File: src/rtl/minisrc_pkg.sv
// minisrc_pkg
// Shared constants for the Mini SRC CPU and its peripherals.
// WORD_WIDTH    : width of the CPU data bus and of every bus-side data word.
// IN_FIFO_DEPTH : default number of entries in the input-port FIFO.
package minisrc_pkg;

  localparam int WORD_WIDTH    = 32;
  localparam int IN_FIFO_DEPTH = 8;

endpackage

File: src/rtl/fifo_mem.sv
// fifo_mem
// DEPTH x WIDTH register array used as FIFO storage.
// Ports:
//   clk   : system clock, writes take effect on the rising edge
//   we    : write enable
//   waddr : write address
//   wdata : write data
//   raddr : read address
//   rdata : read data, combinational from raddr
// Storage is intentionally not reset; the owning FIFO tracks validity.
module fifo_mem #(
  parameter int WIDTH = 32,
  parameter int DEPTH = 8,
  parameter int AW    = $clog2(DEPTH)
) (
  input  logic             clk,
  input  logic             we,
  input  logic [AW-1:0]    waddr,
  input  logic [WIDTH-1:0] wdata,
  input  logic [AW-1:0]    raddr,
  output logic [WIDTH-1:0] rdata
);

  logic [WIDTH-1:0] mem [DEPTH];

  always_ff @(posedge clk) begin
    if (we) begin
      mem[waddr] <= wdata;
    end
  end

  assign rdata = mem[raddr];

endmodule

File: src/rtl/in_port_fifo.sv
// in_port_fifo
// Input-port front end for the Mini SRC CPU. An external device pushes words
// through a valid/ready handshake into a small FIFO; each CPU "in" instruction
// pops one word into a registered output feeding the CPU In.Port path.
// Ports:
//   clk          : system clock, all state updates on the rising edge
//   reset        : synchronous active-high reset
//   dev_data     : word from the external device
//   dev_valid    : device presents dev_data this cycle
//   dev_ready    : FIFO can accept a word this cycle (not full)
//   cpu_rd       : one-cycle pop strobe from the CPU control unit
//   in_port_data : registered word to the CPU In.Port / bus mux
//   data_avail   : FIFO not empty
//   count        : current occupancy, 0..DEPTH
//   underflow    : sticky, set when cpu_rd arrives on an empty FIFO
//   clr_flags    : one-cycle pulse clearing underflow
module in_port_fifo
  import minisrc_pkg::*;
#(
  parameter int WIDTH = WORD_WIDTH,
  parameter int DEPTH = IN_FIFO_DEPTH,
  parameter int CW    = $clog2(DEPTH + 1)
) (
  input  logic             clk,
  input  logic             reset,
  input  logic [WIDTH-1:0] dev_data,
  input  logic             dev_valid,
  output logic             dev_ready,
  input  logic             cpu_rd,
  output logic [WIDTH-1:0] in_port_data,
  output logic             data_avail,
  output logic [CW-1:0]    count,
  output logic             underflow,
  input  logic             clr_flags
);

  localparam int AW = $clog2(DEPTH);

  logic [AW-1:0]    wr_ptr;
  logic [AW-1:0]    rd_ptr;
  logic [WIDTH-1:0] rd_word;
  logic             push;
  logic             pop;

  // Status comes only from the registered count, so no input reaches an
  // output combinationally. A pop never frees a slot for a push in the same
  // cycle: dev_ready reflects last cycle's occupancy.
  assign dev_ready  = (count != CW'(DEPTH));
  assign data_avail = (count != '0);
  assign push       = dev_valid && dev_ready;
  assign pop        = cpu_rd && data_avail;

  fifo_mem #(
    .WIDTH (WIDTH),
    .DEPTH (DEPTH),
    .AW    (AW)
  ) u_mem (
    .clk   (clk),
    .we    (push),
    .waddr (wr_ptr),
    .wdata (dev_data),
    .raddr (rd_ptr),
    .rdata (rd_word)
  );

  // Pointers wrap naturally because DEPTH is a power of two.
  always_ff @(posedge clk) begin
    if (reset) begin
      wr_ptr <= '0;
      rd_ptr <= '0;
      count  <= '0;
    end else begin
      if (push) begin
        wr_ptr <= wr_ptr + 1'b1;
      end
      if (pop) begin
        rd_ptr <= rd_ptr + 1'b1;
      end
      count <= count + CW'(push) - CW'(pop);
    end
  end

  // The output word is only replaced by a successful pop; an empty read
  // leaves the previous word in place.
  always_ff @(posedge clk) begin
    if (reset) begin
      in_port_data <= '0;
    end else if (pop) begin
      in_port_data <= rd_word;
    end
  end

  // A new underflow takes priority over a clear arriving in the same cycle.
  always_ff @(posedge clk) begin
    if (reset) begin
      underflow <= 1'b0;
    end else if (cpu_rd && !data_avail) begin
      underflow <= 1'b1;
    end else if (clr_flags) begin
      underflow <= 1'b0;
    end
  end

endmodule
File: config.mk
export PLATFORM = sky130hd
export DESIGN_NAME = in_port_fifo
export DESIGN_NICKNAME = d
export VERILOG_FILES = /design/src/rtl/minisrc_pkg.sv /design/src/rtl/fifo_mem.sv /design/src/rtl/in_port_fifo.sv
export SDC_FILE = /design/constraint.sdc
export NUM_CORES = 1
export LEC_CHECK = 0
export CORE_UTILIZATION = 63
export DETAILED_ROUTE_END_ITERATION = 10
export GPL_TIMING_DRIVEN = 0
export HOLD_SLACK_MARGIN = 0.06
export PLACE_DENSITY_LB_ADDON = 0.25
export SKIP_LAST_GASP = 1
export SLEW_MARGIN = 20
export SYNTH_ARGS = -nofsm -noshare
export SYNTH_HDL_FRONTEND = slang
export SYNTH_SLANG_ARGS = --single-unit
File: constraint.sdc
create_clock -name clk -period 7.8 [get_ports clk]
set_input_delay 2.34 -clock clk [delete_from_list [all_inputs] [get_ports clk]]
set_output_delay 2.34 -clock clk [all_outputs]
set_load 0.02 [all_outputs]
==> results.md <==
Status:
- The flow ran to the end, and the final reports show no timing, DRC or antenna violations.

CTS:
- The number of hold buffers added after CTS was 0.
- The clock tree from TritonCTS is built.
- After clock tree synthesis, the clock-pin slew on the worst setup and hold paths is 0.06 ns.
- The number of gates given a new drive strength after cts is 0.
- Post-CTS timing repair inserted 0 buffers for setup.
- In this run the number of H-tree levels came out at 1.
- The maximum clock insertion buffer count is 3.
- Clock latency on the worst-skew pair, taken at its later pin, is between 0.5 and 0.6 ns.
- The root buffer cell is clkbuf_16.
- The total CTS buffers is 29.
- The clock net in this run drives a total of 299 sinks.

Die:
- Row generation in the floorplan step produced 49 rows.
- The full die area is around 20000 µm².
- The region available for standard cell placement spans approximately 18000 µm².
- 76 I/O pins were placed.
- The floorplan step set the die height to 140 µm.
- For this configuration, the core starts out at a cell density of 0.653.
- The die is around 140 µm wide.

Finish:
- In the final layout, the share of cells above drive strength 1 is 0.202.
- The area growth from synthesis to layout is 19.3%.
- The utilization after layout is 0.780.
- Leaving out fill and tap cells, the most frequent cells in the layout are 256 x edfxtp_1, 128 x mux2i_1, 74 x clkdlybuf4s50_1.
- The library cell used most frequently in the layout, excluding fill and tap cells, is edfxtp_1.
- The count of antenna diodes in the layout is 0.
- The number of filler instances in the final layout is 999.
- The number of nets in the layout is 860.

Detailed routing:
- In the routed layout, each cell is associated on average with a via count of between 6 and 7.
- The length of the first detailed-routing pass in iterations is 6.
- After the first detailed-routing iteration, the DRC count stood at between 500 and 600.
- The post-detailed-route count of antenna-violating nets is 0.
- The routed layout has 6623 vias.
- The wire length per cell is 24.7 µm.
- The overall routed net length is about 26000 µm.
- In the routed design, unresolved DRC markers number 0.

Critical path:
- The worst path arrival time is 2.19 ns.
- The largest fanout of any net on the critical path is 5.
- STA classifies the critical path startpoint as a flip-flop.
- The worst path required time is approximately 5.5 ns.
- The type of the setup path with the least slack is reg -> out.
- The worst setup path is captured at an output pin.

Logic synthesis:
- Dividing the synthesized area by the synthesized cell count gives ~17 µm².
- The cell taking the most area after synthesis is edfxtp_1.
- Summing every instance area after synthesis gives about 12000 µm².
- For this run, the leading register cell type out of synthesis is edfxtp_1.
- The sequential fraction of the synthesis area is 0.716.
- The total nets after synthesis is between 700 and 800.
- For this run, asynchronously set or reset flops after synthesis account for 0.
- Yosys attributes the largest share of cell area to edfxtp_1 64%, mux2i_1 11%, dfxtp_1 7.2%.
- The number of synthesized flops with an enable pin is about 260.
- The synthesized design contains between 200 and 300 register bits.
- Of the post-synthesis cell area, the dominant cell type holds 0.644.
- Synthesis produced a netlist whose cell count is slightly below 700.
- The number of warnings issued by yosys is 0.
- The count of unique library cells instantiated by Yosys is 33.

Power:
- IR analysis of the VDD net gives a maximum drop of ~0.24 mV.
- The leakage power is about 0.0047 µW.
- In this run the power density over the cells is ~340 nW/µm².
- The design draws between 4000 and 5000 µW.

STA:
- The final hold violation count came to 0.
- Hold timing on the final database bottoms out at a slack of 0.501 ns.
- Setup violations remaining at the end of the flow were counted as 0.
- Measured against its own limit, the worst slew margin works out to 0.384.
- At the pin with the least slew margin, the transition time is 0.925 ns.
- Setup repair after global routing left no endpoint under its margin.
- The number of max-slew violations in the final report is 0.
- The highest attainable clock frequency is ~220 MHz.
- After layout, the worst setup slack is around 3.3 ns.
- For the final database, setup skew stands at around 0.0067 ns.
- The routed design could run at a clock period as short as between 4 and 5 ns.
- The final total negative setup slack is 0 ns.
- The final clock period utilization by the worst path is 0.581.

Global route:
- For this run, global-route usage on met3 was measured as 0.0368.
- The largest net degree at the start of global routing is 20.
- The number of antenna violations at the first check in global routing is 0.
- The total congestion overflow after global routing is 0.
- The via count of the first global-routing pass came to approximately 7000.
- The global-route wire length before repair is between 30000 and 40000 µm.
- The met2 usage in global routing is 0.496.
- For met1 alone, demand over resource in global routing was 0.343.
- The total routing usage reported by global routing is 0.278.
- After global routing, the most crowded layer is met2.

Hold path:
- The worst hold path class is reg -> reg.

Placement:
- The HPWL after detailed placement is ~16000 µm.
- At the placement stage, the worst setup path has a slack of 2.89 ns.
- Port buffering added 74 buffers.
- The routability congestion estimate is approximately 0.74.

Run:
- The tool flagged a number of max-cap violations equal to 0.
## report_power, final
| part | switching, µW | total, µW | internal, µW |
|---|---|---|---|
| Sequential | 94.0 | 1980 | 1880 |
| Clock | 582 | 1440 | 859 |
| Combinational | 781 | 1410 | 628 |
## final timing paths
kind                            startpoint          endpoint  slack [ns]  depth (start not counted)
worst max-delay path              count[2]         dev_ready        3.27                          5
worst min-delay path             wr_ptr[0]         wr_ptr[0]        0.50                          2
worst max register to register    count[2]  u_mem.mem[0][11]        4.83                          9
worst min register to register   wr_ptr[0]         wr_ptr[0]        0.50                          2
## layout make-up
cell class / count / area (µm²) / area share
Sequential cell: 299 / 8550 / 0.600
Multi-Input combinational cell: 345 / 3020 / 0.212
Timing Repair Buffer: 88 / 966 / 0.0678
Clock buffer: 41 / 851 / 0.0597
Buffer: 43 / 384 / 0.0270
Tap cell: 229 / 287 / 0.0201
Clock inverter: 13 / 150 / 0.0105
Inverter: 8 / 37.5 / 0.00263
## layer usage
metal / vias up / wire length, µm
li1: 2920 / -
met1: 3359 / 9930
met2: 285 / 14000
met3: 59 / 1630
met4: 0 / 768
met5: - / 0
## flip-flops by register name, summed over array words and instances (netlist names)
register,flops
count,4
in_port_data,32
rd_ptr,3
u_mem.mem,256
underflow,1
wr_ptr,3
## worst max-delay path, stage by stage, from the launching register on
cell	delay (ns)
dfxtp_1	0.31
inv_1	0.10
ha_1	0.17
or3b_1	0.37
buf_2	0.17
clkdlybuf4s50_1	0.53
## cell usage after synthesis, types with 3 or more instances
master / n
a21oi_1: 36
a22oi_1: 64
buf_12: 3
buf_2: 10
buf_6: 10
buf_8: 7
clkbuf_1: 11
dfxtp_1: 43
edfxtp_1: 256
ha_1: 8
inv_1: 7
mux2i_1: 128
nand2_1: 5
nand3_1: 4
nor2_1: 18
nor2_4: 28
nor2b_1: 4
nor3_2: 32
xnor2_1: 3
## per-stage QoR
| step | instance area (µm²) | cells |
|---|---|---|
| final | 14200 | 1066 |
| after global routing | 14200 | 1066 |
| after CTS | 14200 | 1066 |
| after detailed placement | 13200 | 1012 |
| after global placement | 13000 | 998 |
| after floorplan | 11900 | 695 |
## cells by family (layout without fill, tap and decap cells)
group,count (synthesis),after routing,synth area share
flops,299,299,0.716
mux,128,128,0.107
compound gates,102,102,0.0567
simple gates,101,101,0.0709
buf+inv,51,193,0.0353
fa+ha+maj,9,9,0.0101
xor+xnor,5,5,0.00367
No activity file was read; power rests on OpenSTA's default activity.
